==> config.mk <==
export PLATFORM = sky130hd
export DESIGN_NAME = apb_reg_completer
export DESIGN_NICKNAME = d
export VERILOG_FILES = /design/src/rtl/apb_pkg.sv /design/src/rtl/apb_cmp_fsm.sv /design/src/rtl/apb_reg_completer.sv
export SDC_FILE = /design/constraint.sdc
export NUM_CORES = 1
export LEC_CHECK = 0
export CAP_MARGIN = 20
export CORE_AREA = 4 4 448 450
export CTS_CLUSTER_SIZE = 30
export DETAILED_ROUTE_END_ITERATION = 16
export DIE_AREA = 0 0 452 454
export SETUP_SLACK_MARGIN = 0.3
export SLEW_MARGIN = 10
export SYNTH_ARGS = -nofsm -noshare
export SYNTH_HDL_FRONTEND = slang
export SYNTH_SLANG_ARGS = --single-unit
==> constraint.sdc <==
create_clock -name pclk -period 21.2 [get_ports pclk]
set_input_delay 4.24 -clock pclk [delete_from_list [all_inputs] [get_ports pclk]]
set_output_delay 4.24 -clock pclk [all_outputs]
set_load 0.01 [all_outputs]
==> src/rtl/apb_pkg.sv <==
// Shared APB widths, completer FSM states and the register address decoder.
package apb_pkg;

  localparam int ADDR_WIDTH = 32;
  localparam int DATA_WIDTH = 32;

  typedef enum logic [1:0] {IDLE, WAIT, DONE} apb_cmp_state_e;

  typedef struct packed {
    logic [ADDR_WIDTH-1:0] index;
    logic                  err;
  } apb_dec_t;

  // err covers misalignment and out-of-range only; read-only checks need the mask
  function automatic apb_dec_t apb_decode(input logic [ADDR_WIDTH-1:0] addr,
                                          input int unsigned           num_regs);
    apb_dec_t d;
    d.index = (addr >> 2) & ADDR_WIDTH'(num_regs - 1);
    d.err   = (addr[1:0] != 2'b00) || ((addr >> 2) >= ADDR_WIDTH'(num_regs));
    return d;
  endfunction

endpackage

==> src/rtl/apb_cmp_fsm.sv <==
// APB completer handshake: state, wait-state counter, pready and abort handling.
module apb_cmp_fsm #(
  parameter int WAIT_STATES = 1
) (
  input  logic pclk,
  input  logic preset,
  input  logic psel,
  input  logic penable,
  output logic pready,
  output logic accept,
  output logic load_rsp,
  output logic complete
);
  import apb_pkg::*;

  apb_cmp_state_e state;
  apb_cmp_state_e nxt;
  logic [3:0]     cnt;

  // psel+penable straight from IDLE skips the wait states and goes to DONE
  always_comb begin
    nxt = state;
    unique case (state)
      IDLE:    if (psel) nxt = (penable || WAIT_STATES == 0) ? DONE : WAIT;
      WAIT:    if (!psel) nxt = IDLE; else if (cnt == 4'd1) nxt = DONE;
      default: nxt = IDLE;
    endcase
  end

  assign accept   = (state == IDLE) && psel;
  assign load_rsp = (nxt == DONE);
  assign complete = (state == DONE) && psel && penable;

  always_ff @(posedge pclk or posedge preset) begin
    if (preset) begin
      state  <= IDLE;
      cnt    <= '0;
      pready <= 1'b0;
    end else begin
      state  <= nxt;
      pready <= (nxt == DONE);
      if (state == IDLE)
        cnt <= 4'(WAIT_STATES);
      else if (state == WAIT)
        cnt <= cnt - 4'd1;
    end
  end

endmodule

==> src/rtl/apb_reg_completer.sv <==
// APB completer for a bank of R/W control and hardware-driven read-only status registers.
module apb_reg_completer #(
  parameter int                  ADDR_WIDTH  = apb_pkg::ADDR_WIDTH,
  parameter int                  DATA_WIDTH  = apb_pkg::DATA_WIDTH,
  parameter int                  NUM_REGS    = 16,
  parameter int                  WAIT_STATES = 1,
  parameter logic [NUM_REGS-1:0] RO_MASK     = 16'hFF00
) (
  input  logic                           pclk,
  input  logic                           preset,
  input  logic [ADDR_WIDTH-1:0]          paddr,
  input  logic                           psel,
  input  logic                           penable,
  input  logic                           pwrite,
  input  logic [DATA_WIDTH-1:0]          pwdata,
  output logic [DATA_WIDTH-1:0]          prdata,
  output logic                           pready,
  output logic                           pslverr,
  output logic [NUM_REGS*DATA_WIDTH-1:0] regs_o,
  input  logic [NUM_REGS*DATA_WIDTH-1:0] ro_i,
  output logic [NUM_REGS-1:0]            wr_pulse_o
);
  import apb_pkg::*;

  localparam int IW = $clog2(NUM_REGS);

  logic [DATA_WIDTH-1:0] regs [NUM_REGS];
  logic [DATA_WIDTH-1:0] ro_w [NUM_REGS];

  apb_dec_t              dec_now;
  logic [IW-1:0]         idx_now, cap_idx, sel_idx;
  logic                  err_now, cap_err, sel_err;
  logic                  cap_write, sel_write;
  logic [DATA_WIDTH-1:0] cap_wdata, rdata;
  logic                  accept, load_rsp, complete;

  apb_cmp_fsm #(
    .WAIT_STATES(WAIT_STATES)
  ) u_fsm (
    .pclk    (pclk),
    .preset  (preset),
    .psel    (psel),
    .penable (penable),
    .pready  (pready),
    .accept  (accept),
    .load_rsp(load_rsp),
    .complete(complete)
  );

  always_comb begin
    regs_o = '0;
    for (int unsigned i = 0; i < NUM_REGS; i++) begin
      regs_o[i*DATA_WIDTH +: DATA_WIDTH] = regs[i];
      ro_w[i] = ro_i[i*DATA_WIDTH +: DATA_WIDTH];
    end
  end

  // With no wait states (or a protocol violation) the response is built from the
  // live bus in the same cycle it is accepted, otherwise from the captured copy.
  always_comb begin
    dec_now   = apb_decode(paddr, NUM_REGS);
    idx_now   = dec_now.index[IW-1:0];
    err_now   = dec_now.err || penable || (pwrite && RO_MASK[idx_now]);
    sel_idx   = accept ? idx_now : cap_idx;
    sel_err   = accept ? err_now : cap_err;
    sel_write = accept ? pwrite  : cap_write;
    rdata     = RO_MASK[sel_idx] ? ro_w[sel_idx] : regs[sel_idx];
  end

  always_ff @(posedge pclk or posedge preset) begin
    if (preset) begin
      for (int unsigned i = 0; i < NUM_REGS; i++) regs[i] <= '0;
      cap_idx    <= '0;
      cap_write  <= 1'b0;
      cap_wdata  <= '0;
      cap_err    <= 1'b0;
      prdata     <= '0;
      pslverr    <= 1'b0;
      wr_pulse_o <= '0;
    end else begin
      wr_pulse_o <= '0;
      if (accept) begin
        cap_idx   <= idx_now;
        cap_write <= pwrite;
        cap_wdata <= pwdata;
        cap_err   <= err_now;
      end
      if (load_rsp) begin
        pslverr <= sel_err;
        prdata  <= (sel_err || sel_write) ? '0 : rdata;
      end else begin
        pslverr <= 1'b0;
        prdata  <= '0;
      end
      if (complete && cap_write && !cap_err) begin
        regs[cap_idx]       <= cap_wdata;
        wr_pulse_o[cap_idx] <= 1'b1;
      end
    end
  end

endmodule

==> flow_summary.yaml <==
logic_synthesis:
  synth.net_count: 2830
  ys_types: 47
  synth_top_cell_by_area: "dfrtp_1"
  synth_most_common_cell: "dfrtp_1"
  synth_seq_area_share: 0.570
  ys_seq_elements: 606
  synth_edf_count: 0
  synthTopCellsByCount: "dfrtp_1, mux2_2, nand2_1"
  syn_area_um2: 26600
  synth_warnings: 0
  async_flop_share: 1.00
  ys.flop_type: "dfrtp_1"
  yosysTopAreaCellShare: 0.570
  avgSynthCellArea_um2: 11.8
  synth_cells: 2247
  ys_top_cells_by_area: "dfrtp_1, mux2_2, nand2_1"
timing:
  hold_viol_final: 0
  tightestPinTransition_ps: 1160
  max_freq_mhz: 115
  finalSetupTns_ps: 0
  skew_ps: 24.0
  final-max-slew-violation-count: 0
  finalCritPeriodShare: 0.409
  whs_ps: 489
  setup_viol: 0
  slew-limit-headroom: 0.227
  fin_crit_ps: 8680
  rsz0062_at_grt: "false"
global_route:
  grt_max_degree: 154
  overflow: 0
  grtUsageTotal: 0.150
  grt_pass1_vias: 23100
  grt_pass1_wl_um: 209000
  antenna_found_initial: 61
critical_path:
  r2r_slack_ps: 16130
  critPathCaptureType: "flip-flop"
  reg2reg_to: "prdata[3]$_DFF_PP0_"
  reg2regPathDepth: 9
  crit_fanout: 68
  startpoint: "psel"
  path_class: "input pin to flip-flop"
  critPathArrivalTime_ps: 9260
  cp.required_ps: 21790
  r2r_start: "u_fsm.state[1]$_DFF_PP0_"
  start_kind: "input pin"
clocking:
  clock-sinks: 606
  cts_tree: "yes"
  clk_transition_reported_paths_ps: 60
  cts_resized: 0
  cts-hold-fix-buffers: 0
  h-tree-depth: 3
  cts_root_buf: "clkbuf_16"
  clock_latency_ps: 690
  cts_buffer_depth: 3
  post_cts_buffers: 0
  cts-buffers-inserted: 75
power_and_ir_drop:
  powerDensity_nw_per_um2: 77.9
  ir_drop_uv: 60.3
  leakage_nw: 17.7
hold_path:
  min_path_cells: 1
  whs_endpoint: "regs_o[283]$_DFFE_PP0P_"
  hold_path.class: "flip-flop to flip-flop"
  hold_path.startpoint: "regs_o[283]$_DFFE_PP0P_"
floorplan:
  dieWidth_um: 452
  initial_core_util: 0.135
  coreArea_um2: 197000
  die-area_um2: 205000
  ios: 1143
  num_rows: 163
  die_h_um: 454
routing:
  wl_met1_um: 63700
  via_count: 22800
  wl_per_cell_um: 27.8
  drcViolationCount: 0
  highest_layer: "met5"
  drtIter0Drc: 1698
  ant_nets: 0
  viasPerCell: 3.96
  wl_met2_um: 79800
  drtPass1Iterations: 7
  routed_wl_um: 160000
  wl_met3_um: 9570
run_status:
  status: "finished clean"
run:
  max-cap-violations: 0
placement:
  dp_hpwl_um: 120000
  io_buffers: 886
  globalplace.congestion: 0.857
final_layout:
  nets: 3638
  drive_gt1_frac: 0.222
  syn_to_final_growth_pct: 54.1
[metal layers]
metal,GRT usage,vias up
li1,-,9640
met1,0.177,11800
met2,0.258,1050
met3,0.0342,265
met4,0.0680,10
met5,0,-
[final cells by class]
type                            count  area (µm²)
Fill cell                       21400      156000
Sequential cell                   606       15200
Multi-Input combinational cell   1424       10600
Timing Repair Buffer              931        9250
Tap cell                         2640        3300
Clock buffer                      104        2190
Clock inverter                     24         345
Inverter                           17        85.1
Antenna cell                       14        35.0
[per-stage QoR]
step | total power, mW | cell area, µm² | util | instances | setup slack, ps
floorplan | 1.54 | 26600 | - | 2247 | 8690
global placement | 1.88 | 38400 | 0.195 | 5617 | 11810
detailed placement | 1.89 | 38400 | 0.195 | 5618 | 11800
CTS | 3.25 | 41000 | 0.208 | 5746 | 12570
global route | 3.33 | 41000 | 0.208 | 5753 | 12350
finish | 3.19 | 41000 | 0.208 | 5760 | 12520
[state kept, by name (all words and copies together), names as in the netlist]
name,flops
wr_pulse_o,16
regs_o,512
cap_wdata,32
pslverr,1
u_fsm.pready,1
cap_write,1
cap_err,1
cap_idx,4
u_fsm.state,2
prdata,32
u_fsm.cnt,4
[power breakdown]
group / switching (mW) / internal, mW / leakage, nW
logic: 0.402 / 0.171 / 8.02
registers: 0.106 / 1.17 / 8.39
clock network: 0.542 / 0.796 / 1.25
total: 1.05 / 2.14 / 17.7
[how the worst max path moves through the flow]
stage	endpoint	cells after the start
floorplan	cap_err$_DFF_PP0_	1
global placement	prdata[3]$_DFF_PP0_	10
detailed placement	prdata[3]$_DFF_PP0_	10
CTS	prdata[3]$_DFF_PP0_	10
global route	prdata[3]$_DFF_PP0_	10
finish	prdata[3]$_DFF_PP0_	10
[cell usage in the layout (no fill, tap or decap), types with 13 or more instances in the layout]
| cell type | n |
|---|---|
| diode_2 | 14 |
| o21ai_1 | 64 |
| buf_4 | 42 |
| a221oi_1 | 128 |
| nor2_1 | 37 |
| inv_1 | 13 |
| mux2_2 | 499 |
| mux2_1 | 14 |
| clkbuf_16 | 77 |
| nand2_1 | 363 |
| a21oi_1 | 257 |
| dfrtp_1 | 606 |
| clkdlybuf4s50_1 | 886 |
| clkbuf_8 | 16 |
[worst max-delay path, stage by stage]
cell and delay (ps):
clkdlybuf4s50_1 600, or3b_4 430, a21oi_4 540, buf_4 550
buf_4 460, buf_4 670, a21oi_1 240, a221oi_1 990
o21ai_1 280, o21ai_1 150
[cell families after synthesis]
logic type / share of synthesized area
simple gates: 0.0693
compound gates: 0.106
mux: 0.218
flops: 0.570
fa+ha+maj: 0.000941
buf+inv: 0.0360
Power figures use the tool's default switching activity.
